`src/rtl/unidade_controle_jogo_param_pkg.sv`:
```
// rtl/unidade_controle_jogo_param_pkg.sv - shared state codes, play modes and width helper
// State codes match db_estado so the debug display needs no translation.
package unidade_controle_jogo_param_pkg;

  typedef logic [4:0] estado_t;

  localparam estado_t INICIAL     = 5'h00;
  localparam estado_t PREPARACAO  = 5'h01;
  localparam estado_t PROX_RODADA = 5'h02;
  localparam estado_t ESPERA      = 5'h03;
  localparam estado_t REGISTRA    = 5'h04;
  localparam estado_t COMPARA     = 5'h05;
  localparam estado_t PROXIMO     = 5'h06;
  localparam estado_t MOSTRA      = 5'h07;
  localparam estado_t APAGA       = 5'h08;
  localparam estado_t FIM_ACERTOU = 5'h0A;
  localparam estado_t FIM_RODADA  = 5'h0B;
  localparam estado_t PREP_E      = 5'h0C;
  localparam estado_t FIM_TIMEOUT = 5'h0D;
  localparam estado_t ERROU       = 5'h0E;
  localparam estado_t FIM_ERROU   = 5'h0F;
  localparam estado_t CALC        = 5'h10;
  localparam estado_t SALVA       = 5'h11;
  localparam estado_t PROX_POS    = 5'h12;
  localparam estado_t PREP_FIM    = 5'h13;
  localparam estado_t PAUSA       = 5'h14;

  localparam logic [1:0] MODO_CLASSICO = 2'b00;
  localparam logic [1:0] MODO_ESTRITO  = 2'b01;
  localparam logic [1:0] MODO_ULTIMO   = 2'b10;

  // Counter width for a terminal count of n; a 1-cycle phase still needs one bit.
  function automatic int largura(input int n);
    return (n > 1) ? $clog2(n) : 1;
  endfunction

endpackage

```
`src/rtl/unidade_controle_jogo_param_if.sv`:
```
// rtl/unidade_controle_jogo_param_if.sv - control unit bus towards buttons, ROM, error memory and score
// master = surrounding datapath/player, slave = control unit.
interface unidade_controle_jogo_param_if #(
  parameter int ADDR_W = 4,
  parameter int ERR_W  = 3
);
  logic              jogar;
  logic [1:0]        modo;
  logic              botoesIgualMemoria;
  logic              jogada;
  logic [ADDR_W-1:0] endereco;
  logic [ADDR_W-1:0] rodada;
  logic [ERR_W-1:0]  erros_rodada;
  logic              registraR;
  logic              mostraJ;
  logic              mostraB;
  logic              regErro;
  logic              zeraPontos;
  logic              regPontos;
  logic              mostraPontos;
  logic              serrou;
  logic              acertou;
  logic              db_timeout;
  logic              pronto;
  logic [4:0]        db_estado;

  modport master (
    output jogar, modo, botoesIgualMemoria, jogada,
    input  endereco, rodada, erros_rodada,
    input  registraR, mostraJ, mostraB, regErro, zeraPontos, regPontos, mostraPontos,
    input  serrou, acertou, db_timeout, pronto, db_estado
  );

  modport slave (
    input  jogar, modo, botoesIgualMemoria, jogada,
    output endereco, rodada, erros_rodada,
    output registraR, mostraJ, mostraB, regErro, zeraPontos, regPontos, mostraPontos,
    output serrou, acertou, db_timeout, pronto, db_estado
  );
endinterface

```
`src/rtl/unidade_controle_jogo_param_contador.sv`:
```
// rtl/unidade_controle_jogo_param_contador.sv - generic up counter with clear, load and enable
// Priority: clear, then load, then count.
module contador_param #(
  parameter int W = 4
) (
  input  logic         clock,
  input  logic         reset,
  input  logic         zera,
  input  logic         carrega,
  input  logic [W-1:0] valor,
  input  logic         conta,
  output logic [W-1:0] q
);

  always_ff @(posedge clock or negedge reset) begin
    if (!reset) begin
      q <= '0;
    end else if (zera) begin
      q <= '0;
    end else if (carrega) begin
      q <= valor;
    end else if (conta) begin
      q <= q + 1'b1;
    end
  end

endmodule

```
`src/rtl/unidade_controle_jogo_param.sv`:
```
// rtl/unidade_controle_jogo_param.sv - memory-sequence game control unit with integrated counters
// Moore FSM with play modes, per-round error limit, play timeout and score walk over the error memory.
module unidade_controle_jogo_param
  import unidade_controle_jogo_param_pkg::*;
#(
  parameter int ADDR_W    = 4,
  parameter int N_RODADAS = 16,
  parameter int TIMEOUT   = 5000,
  parameter int T_LED     = 1000,
  parameter int ERR_W     = 3,
  parameter int MAX_ERROS = 3
) (
  input logic clock,
  input logic reset,
  unidade_controle_jogo_param_if.slave bus
);

  localparam int TW = largura(TIMEOUT);
  localparam int LW = largura(T_LED);
  localparam logic [ADDR_W-1:0] ULTIMA_RODADA = ADDR_W'(N_RODADAS - 1);
  localparam logic [TW-1:0]     T_FIM         = TW'(TIMEOUT - 1);
  localparam logic [LW-1:0]     T2_FIM        = LW'(T_LED - 1);
  localparam logic [ERR_W-1:0]  ERROS_SAT     = '1;

  estado_t           estado, proxEstado;
  logic [1:0]        modoReg;
  logic [ADDR_W-1:0] endereco, rodada, recarga;
  logic [ERR_W-1:0]  erros;
  logic [TW-1:0]     t;
  logic [LW-1:0]     t2;

  logic zeraEnd, carregaEnd, contaEnd;
  logic zeraRod, contaRod;
  logic zeraErr, contaErr;
  logic zeraT, contaT;
  logic zeraT2, contaT2;

  logic fimT, fimT2, ultimoEnd, limiteErros;

  assign fimT        = (t == T_FIM);
  assign fimT2       = (t2 == T2_FIM);
  assign ultimoEnd   = (endereco == rodada);
  assign limiteErros = ((int'(erros) + 1) >= MAX_ERROS);

  // Replay start: newest-only mode shows only the current round's element; PROX_RODADA
  // already points at the round being entered.
  assign recarga = (modoReg != MODO_ULTIMO) ? '0 :
                   (estado == PROX_RODADA)  ? rodada + 1'b1 : rodada;

  contador_param #(.W(ADDR_W)) u_endereco (
    .clock(clock), .reset(reset), .zera(zeraEnd), .carrega(carregaEnd),
    .valor(recarga), .conta(contaEnd), .q(endereco)
  );

  contador_param #(.W(ADDR_W)) u_rodada (
    .clock(clock), .reset(reset), .zera(zeraRod), .carrega(1'b0),
    .valor('0), .conta(contaRod), .q(rodada)
  );

  contador_param #(.W(ERR_W)) u_erros (
    .clock(clock), .reset(reset), .zera(zeraErr), .carrega(1'b0),
    .valor('0), .conta(contaErr), .q(erros)
  );

  contador_param #(.W(TW)) u_timer (
    .clock(clock), .reset(reset), .zera(zeraT), .carrega(1'b0),
    .valor('0), .conta(contaT), .q(t)
  );

  contador_param #(.W(LW)) u_timer_led (
    .clock(clock), .reset(reset), .zera(zeraT2), .carrega(1'b0),
    .valor('0), .conta(contaT2), .q(t2)
  );

  // Mode 11 is folded into classic at latch time so later decisions see only three modes.
  always_ff @(posedge clock or negedge reset) begin
    if (!reset) begin
      modoReg <= MODO_CLASSICO;
    end else if (estado == PREPARACAO) begin
      modoReg <= (bus.modo == 2'b11) ? MODO_CLASSICO : bus.modo;
    end
  end

  always_ff @(posedge clock or negedge reset) begin
    if (!reset) begin
      estado <= INICIAL;
    end else begin
      estado <= proxEstado;
    end
  end

  always_comb begin
    proxEstado = INICIAL;
    case (estado)
      INICIAL:     proxEstado = bus.jogar ? PREPARACAO : INICIAL;
      PREPARACAO:  proxEstado = MOSTRA;
      MOSTRA:      proxEstado = fimT2 ? APAGA : MOSTRA;
      APAGA:       proxEstado = !fimT2 ? APAGA : (ultimoEnd ? PREP_E : MOSTRA);
      PREP_E:      proxEstado = ESPERA;
      ESPERA:      proxEstado = fimT ? FIM_TIMEOUT : (bus.jogada ? REGISTRA : ESPERA);
      REGISTRA:    proxEstado = COMPARA;
      COMPARA:     proxEstado = !bus.botoesIgualMemoria ? ERROU :
                                (ultimoEnd ? FIM_RODADA : PROXIMO);
      PROXIMO:     proxEstado = ESPERA;
      ERROU:       proxEstado = ((modoReg == MODO_ESTRITO) ||
                                 ((modoReg == MODO_CLASSICO) && limiteErros)) ? FIM_ERROU : MOSTRA;
      FIM_RODADA:  proxEstado = PAUSA;
      PAUSA:       proxEstado = !fimT2 ? PAUSA :
                                ((rodada == ULTIMA_RODADA) ? PREP_FIM : PROX_RODADA);
      PROX_RODADA: proxEstado = MOSTRA;
      PREP_FIM:    proxEstado = CALC;
      CALC:        proxEstado = SALVA;
      SALVA:       proxEstado = (endereco == ULTIMA_RODADA) ? FIM_ACERTOU : PROX_POS;
      PROX_POS:    proxEstado = CALC;
      FIM_ACERTOU: proxEstado = bus.jogar ? PREPARACAO : FIM_ACERTOU;
      FIM_TIMEOUT: proxEstado = bus.jogar ? PREPARACAO : FIM_TIMEOUT;
      FIM_ERROU:   proxEstado = bus.jogar ? PREPARACAO : FIM_ERROU;
      default:     proxEstado = INICIAL;
    endcase
  end

  // Strobes and counter controls; timers are held at zero whenever their phase is inactive.
  always_comb begin
    bus.registraR    = 1'b0;
    bus.mostraJ      = 1'b0;
    bus.mostraB      = 1'b0;
    bus.regErro      = 1'b0;
    bus.zeraPontos   = 1'b0;
    bus.regPontos    = 1'b0;
    bus.mostraPontos = 1'b0;
    bus.serrou       = 1'b0;
    bus.acertou      = 1'b0;
    bus.db_timeout   = 1'b0;
    bus.pronto       = 1'b0;
    zeraEnd    = 1'b0;
    carregaEnd = 1'b0;
    contaEnd   = 1'b0;
    zeraRod    = 1'b0;
    contaRod   = 1'b0;
    zeraErr    = 1'b0;
    contaErr   = 1'b0;
    zeraT      = 1'b1;
    contaT     = 1'b0;
    zeraT2     = 1'b1;
    contaT2    = 1'b0;
    case (estado)
      PREPARACAO: begin
        zeraEnd = 1'b1;
        zeraRod = 1'b1;
        zeraErr = 1'b1;
      end
      MOSTRA: begin
        bus.mostraJ = 1'b1;
        zeraT2      = fimT2;
        contaT2     = 1'b1;
      end
      APAGA: begin
        zeraT2   = fimT2;
        contaT2  = 1'b1;
        contaEnd = fimT2 && !ultimoEnd;
      end
      PREP_E:   zeraEnd = 1'b1;
      ESPERA: begin
        bus.mostraB = 1'b1;
        zeraT       = 1'b0;
        contaT      = 1'b1;
      end
      REGISTRA: bus.registraR = 1'b1;
      PROXIMO:  contaEnd = 1'b1;
      ERROU: begin
        bus.serrou       = 1'b1;
        bus.mostraPontos = 1'b1;
        contaErr         = (erros != ERROS_SAT);
        carregaEnd       = 1'b1;
      end
      FIM_RODADA: bus.regErro = 1'b1;
      PAUSA: begin
        zeraT2  = fimT2;
        contaT2 = 1'b1;
      end
      PROX_RODADA: begin
        contaRod   = 1'b1;
        zeraErr    = 1'b1;
        carregaEnd = 1'b1;
      end
      PREP_FIM: begin
        bus.zeraPontos   = 1'b1;
        bus.mostraPontos = 1'b1;
        zeraEnd          = 1'b1;
      end
      CALC: bus.mostraPontos = 1'b1;
      SALVA: begin
        bus.regPontos    = 1'b1;
        bus.mostraPontos = 1'b1;
      end
      PROX_POS: begin
        bus.mostraPontos = 1'b1;
        contaEnd         = 1'b1;
      end
      FIM_ACERTOU: begin
        bus.acertou      = 1'b1;
        bus.pronto       = 1'b1;
        bus.mostraPontos = 1'b1;
      end
      FIM_TIMEOUT: begin
        bus.db_timeout   = 1'b1;
        bus.pronto       = 1'b1;
        bus.mostraPontos = 1'b1;
      end
      FIM_ERROU: begin
        bus.serrou       = 1'b1;
        bus.pronto       = 1'b1;
        bus.mostraPontos = 1'b1;
      end
      default: ;
    endcase
  end

  assign bus.endereco     = endereco;
  assign bus.rodada       = rodada;
  assign bus.erros_rodada = erros;
  assign bus.db_estado    = estado;

endmodule

```
`src/flat_wrapper.sv`:
```
// flat-port wrapper written by rule: the top's interface ports become plain ports
module unidade_controle_jogo_param_flat import unidade_controle_jogo_param_pkg::*;
#(
  parameter int ADDR_W    = 4,
  parameter int N_RODADAS = 16,
  parameter int TIMEOUT   = 5000,
  parameter int T_LED     = 1000,
  parameter int ERR_W     = 3,
  parameter int MAX_ERROS = 3
)
  (clock, reset, bus_jogar, bus_modo, bus_botoesIgualMemoria, bus_jogada, bus_endereco, bus_rodada, bus_erros_rodada, bus_registraR, bus_mostraJ, bus_mostraB, bus_regErro, bus_zeraPontos, bus_regPontos, bus_mostraPontos, bus_serrou, bus_acertou, bus_db_timeout, bus_pronto, bus_db_estado);
  unidade_controle_jogo_param_if #(.ADDR_W(ADDR_W), .ERR_W(ERR_W)) bus_i ();
  input logic clock;
  input logic reset;
  input wire logic [$bits(bus_i.jogar)-1:0] bus_jogar;
  input wire logic [$bits(bus_i.modo)-1:0] bus_modo;
  input wire logic [$bits(bus_i.botoesIgualMemoria)-1:0] bus_botoesIgualMemoria;
  input wire logic [$bits(bus_i.jogada)-1:0] bus_jogada;
  output wire logic [$bits(bus_i.endereco)-1:0] bus_endereco;
  output wire logic [$bits(bus_i.rodada)-1:0] bus_rodada;
  output wire logic [$bits(bus_i.erros_rodada)-1:0] bus_erros_rodada;
  output wire logic [$bits(bus_i.registraR)-1:0] bus_registraR;
  output wire logic [$bits(bus_i.mostraJ)-1:0] bus_mostraJ;
  output wire logic [$bits(bus_i.mostraB)-1:0] bus_mostraB;
  output wire logic [$bits(bus_i.regErro)-1:0] bus_regErro;
  output wire logic [$bits(bus_i.zeraPontos)-1:0] bus_zeraPontos;
  output wire logic [$bits(bus_i.regPontos)-1:0] bus_regPontos;
  output wire logic [$bits(bus_i.mostraPontos)-1:0] bus_mostraPontos;
  output wire logic [$bits(bus_i.serrou)-1:0] bus_serrou;
  output wire logic [$bits(bus_i.acertou)-1:0] bus_acertou;
  output wire logic [$bits(bus_i.db_timeout)-1:0] bus_db_timeout;
  output wire logic [$bits(bus_i.pronto)-1:0] bus_pronto;
  output wire logic [$bits(bus_i.db_estado)-1:0] bus_db_estado;
  assign bus_i.jogar = bus_jogar;
  assign bus_i.modo = bus_modo;
  assign bus_i.botoesIgualMemoria = bus_botoesIgualMemoria;
  assign bus_i.jogada = bus_jogada;
  assign bus_endereco = bus_i.endereco;
  assign bus_rodada = bus_i.rodada;
  assign bus_erros_rodada = bus_i.erros_rodada;
  assign bus_registraR = bus_i.registraR;
  assign bus_mostraJ = bus_i.mostraJ;
  assign bus_mostraB = bus_i.mostraB;
  assign bus_regErro = bus_i.regErro;
  assign bus_zeraPontos = bus_i.zeraPontos;
  assign bus_regPontos = bus_i.regPontos;
  assign bus_mostraPontos = bus_i.mostraPontos;
  assign bus_serrou = bus_i.serrou;
  assign bus_acertou = bus_i.acertou;
  assign bus_db_timeout = bus_i.db_timeout;
  assign bus_pronto = bus_i.pronto;
  assign bus_db_estado = bus_i.db_estado;
  unidade_controle_jogo_param #(.ADDR_W(ADDR_W), .N_RODADAS(N_RODADAS), .TIMEOUT(TIMEOUT), .T_LED(T_LED), .ERR_W(ERR_W), .MAX_ERROS(MAX_ERROS)) u_core (.clock(clock), .reset(reset), .bus(bus_i));
endmodule
```
`config.mk`:
```
export PLATFORM = sky130hd
export DESIGN_NAME = unidade_controle_jogo_param_flat
export DESIGN_NICKNAME = d
export VERILOG_FILES = /design/src/rtl/unidade_controle_jogo_param_pkg.sv /design/src/rtl/unidade_controle_jogo_param_if.sv /design/src/rtl/unidade_controle_jogo_param_contador.sv /design/src/rtl/unidade_controle_jogo_param.sv /design/src/flat_wrapper.sv
export SDC_FILE = /design/constraint.sdc
export NUM_CORES = 1
export LEC_CHECK = 0
export BUFFER_PORTS_ARGS = -buffer_cell sky130_fd_sc_hd__clkbuf_2
export CAP_MARGIN = 25
export CORE_MARGIN = 2
export CORE_UTILIZATION = 52
export CTS_CLUSTER_DIAMETER = 150
export DETAILED_ROUTE_END_ITERATION = 16
export PLACE_DENSITY = 0.76
export REMOVE_ABC_BUFFERS = 1
export SETUP_SLACK_MARGIN = 0.15
export SYNTH_ARGS = -nofsm -noshare
export SYNTH_HDL_FRONTEND = slang
export SYNTH_SLANG_ARGS = --single-unit
```
`constraint.sdc`:
```
create_clock -name clock -period 2.1 [get_ports clock]
set_clock_uncertainty 0.2 [all_clocks]
set_input_delay 0.21 -clock clock [delete_from_list [all_inputs] [get_ports clock]]
set_output_delay 0.21 -clock clock [all_outputs]
set_load 0.05 [all_outputs]
```
==> qor.json <==
{
  "highest_ir_drop_seen_on_vdd_mv": 1.11,
  "floorplan_die_area_mm2": 0.00557,
  "outcome": "complete, but fails checks",
  "layout.cells.most_common_list": "buf_4 (62), nor2_1 (37), dfrtp_1 (31)",
  "post_synthesis_average_cell_area_um2": 8.71,
  "antenna_found_initial": 0,
  "fmaxAchievable_ghz": 0.469,
  "timing_worst_setup_path_type": "flop to flop",
  "clock_insertion_delay_worst_skew_ns": 0.30,
  "drt_drc_violations_left": 0,
  "drt_first_pass_iters": 5,
  "share_clk_of_total_power_pct": 10.8,
  "totalWireLength_mm": 8.71,
  "layout.cells.most_common": "buf_4",
  "worst-slew-pin-transition_ns": 0.685,
  "die_width_um": 74.6,
  "violated_checks": "setup timing",
  "initial_utilization_pct": 54.6,
  "asyncSetResetFlopFracSynth_pct": 100,
  "net-switching-power_w": 0.00258,
  "synth-warning-count": 0,
  "finish.net_count": 410,
  "gpl.final_weighted_congestion": 0.980,
  "diodes": 0,
  "fin_crit_sh_pct": 102,
  "timing.hold.worst.class": "input port to flop",
  "clkSlewWorstSetupHoldPaths_ns": 0.09,
  "grt_pass1_vias": 2575,
  "final_core_util_pct": 79.2,
  "grt_first_pass_wirelength_mm": 12.2,
  "grt_setup_unrepaired": "yes",
  "drt.antenna.violating_nets": 0,
  "maximum_number_of_pins_on_one_net_before_global_route_repair": 26,
  "seq_power_share_pct": 22.6,
  "layout-drive-gt1-share_pct": 41.3,
  "max-clock-path-buffers": 2,
  "core_region_area_mm2": 0.00475,
  "slack_of_the_critical_path_ns": -0.0343,
  "critPathMaxFanout": 6,
  "synth_sequential_area_ratio_pct": 39.5,
  "timing.critical_path.arrival_ns": 2.12,
  "cts_max_level": 2,
  "drt_first_iter_violations": 360,
  "wl_per_cell_um": 18.8,
  "clock-sinks": 41,
  "power_switching_share_pct": 49.7,
  "timing.final.max_slew_violations": 0,
  "detail_route.vias_per_cell": 6.14,
  "crit_required_ns": 2.09,
  "port-buffer-count": 33,
  "grt_remaining_overflow": 0,
  "p_comb_share_pct": 66.6,
  "flow.area_growth_from_synthesis_pct": 45.1,
  "synth_edf_count": 0,
  "pwr_dens_mw_per_mm2": 1380,
  "hold_violations": 0,
  "num_rows": 25,
  "final_setup_violating_endpoints": 2,
  "top_ports": 34,
  "timing.critical_path.from_type": "flop",
  "layout_min_cycle_time_ns": 2.13,
  "max-slew-margin-rel_pct": 54.4,
  "postSynth.topFlopCell": "dfrtp_1",
  "die_y_um": 74.6,
  "flop_and_latch_count_out_of_synthesis": 41,
  "timing.max_cap.violations": 0,
  "dr_total_vias": 2849,
  "tritoncts.num_buffers": 5,
  "global_route.usage.total_pct": 28.6,
  "cts_tree": "built",
  "internal_power_w": 0.00261,
  "critical_path.endpoint_type": "flop",
  "pre_cts_ws_ns": 0.0255,
  "cts-root-buf": "clkbuf_8",
  "place_hpwl_mm": 4.80,
  "syn_inst": 298,
  "final.hold.worst_slack_ns": 0.104,
  "synth_cell_type_count": 55,
  "area_of_the_mapped_netlist_mm2": 0.00259,
  "leakage_nw": 1.73
}
[worst paths after layout]
kind                                                       endpoint                                 from  cells past startpoint  slack [ns]
worst max-delay path             u_core.u_endereco.q[2]$_DFFE_PN0P_    u_core.bus.db_estado[4]$_DFF_PN0_                      7       -0.03
worst min-delay path              u_core.bus.db_estado[0]$_DFF_PN0_               bus_botoesIgualMemoria                      3        0.10
worst max register to register   u_core.u_endereco.q[2]$_DFFE_PN0P_    u_core.bus.db_estado[4]$_DFF_PN0_                      7       -0.03
worst min register to register  u_core.u_timer_led.q[0]$_DFFE_PN0P_  u_core.u_timer_led.q[0]$_DFFE_PN0P_                      1        0.30
max in group asynchronous       u_core.u_timer_led.q[5]$_DFFE_PN0P_                                reset                      3        0.83
min in group asynchronous          u_core.u_rodada.q[1]$_DFFE_PN0P_                                reset                      2        0.27
[area by class of cell]
class                   count  area [um2]
multi-input cells         235        1710
flip-flops and latches     41        1040
fillers                   292         988
repair buffers            102         796
well taps                  67        83.8
clock buffers               6        82.6
inverters                  11        41.3
clock inverters             2        13.8
[worst max-delay path: stages (launching register included)]
cell,delay [ns]
dfrtp_2,0.48
buf_4,0.16
buf_4,0.14
nor2_1,0.11
a21o_1,0.18
a221o_2,0.41
o21ai_4,0.22
o22ai_2,0.12
[power by group through the flow]
stage                     sequential [W]  combinational, W  clock, W
after floorplan                  0.00156           0.00117         0
after global placement           0.00120           0.00235         0
after detailed placement         0.00120           0.00238         0
after CTS                        0.00115           0.00284  0.000560
after global routing             0.00119           0.00361  0.000596
final                            0.00117           0.00346  0.000559
[cell usage after synthesis (all sizes together) (3+ instances only)]
master	count	area share, %
nand2b	3	0.72
nand3	13	2.5
buf	4	0.77
a21oi	10	1.9
nand4	7	1.9
a2bb2oi	3	1.0
nor2	45	6.5
a21o	5	1.4
ha	7	3.4
dfrtp	41	40
nand2	31	4.5
or3	4	0.96
nand3b	4	1.2
inv	11	1.6
or2	3	0.72
nor4	3	1.5
o22ai	5	1.2
and3	6	1.5
xnor2	8	2.7
and2	5	1.2
mux2i	3	1.2
clkbuf	7	1.0
xor2	18	6.1
nor2b	5	1.2
nor4b	3	1.0
nor3	7	1.8
o2bb2ai	3	1.0
o21ai	10	1.9
[metal layers]
metal / vias to the layer above / routed length [um] / GRT usage [%]
met1: 1375 / 3280 / 37.0
met2: 178 / 4400 / 48.3
met4: 0 / 313 / 8.53
li1: 1247 / - / -
met3: 49 / 715 / 6.29
met5: - / 0 / 0
[registers in the layout, summed over array words and instances (netlist names)]
signal	count
u_core.u_endereco.q	4
u_core.modoReg	2
u_core.bus.db_estado	5
u_core.u_erros.q	3
u_core.u_timer_led.q	10
u_core.u_rodada.q	4
u_core.u_timer.q	13
[cells by family (layout without fill, tap and decap cells)]
family / count (synthesis) / count (layout) / synth area share [%]
xor+xnor: 26 / 26 / 8.78
flops: 41 / 41 / 39.5
simple gates: 147 / 147 / 29.8
mux: 3 / 3 / 1.16
compound gates: 51 / 51 / 13.5
fa+ha+maj: 8 / 8 / 3.76
buf+inv: 22 / 121 / 3.38
[stage by stage]
step	TNS [ns]	std cells	power (W)	instance area [um2]
after detailed placement	0	419	0.00358	3050
after global placement	0	419	0.00355	3050
after CTS	0	450	0.00455	3480
final	-0.0404	464	0.00520	3770
after global routing	-0.238	464	0.00540	3770
after floorplan	-13.18	287	0.00274	2550
[repair_timing]
item                                   4_1_cts  5_1_grt
setup endpoints to repair                   27       29
endpoints found under the hold margin       25        0
pin swaps                                   14       15
setup buffers                               19       14
hold buffers                                 3        0
gates cloned                                 1        0
gates resized for setup                     46       51
(Power assumes the default switching activity.)
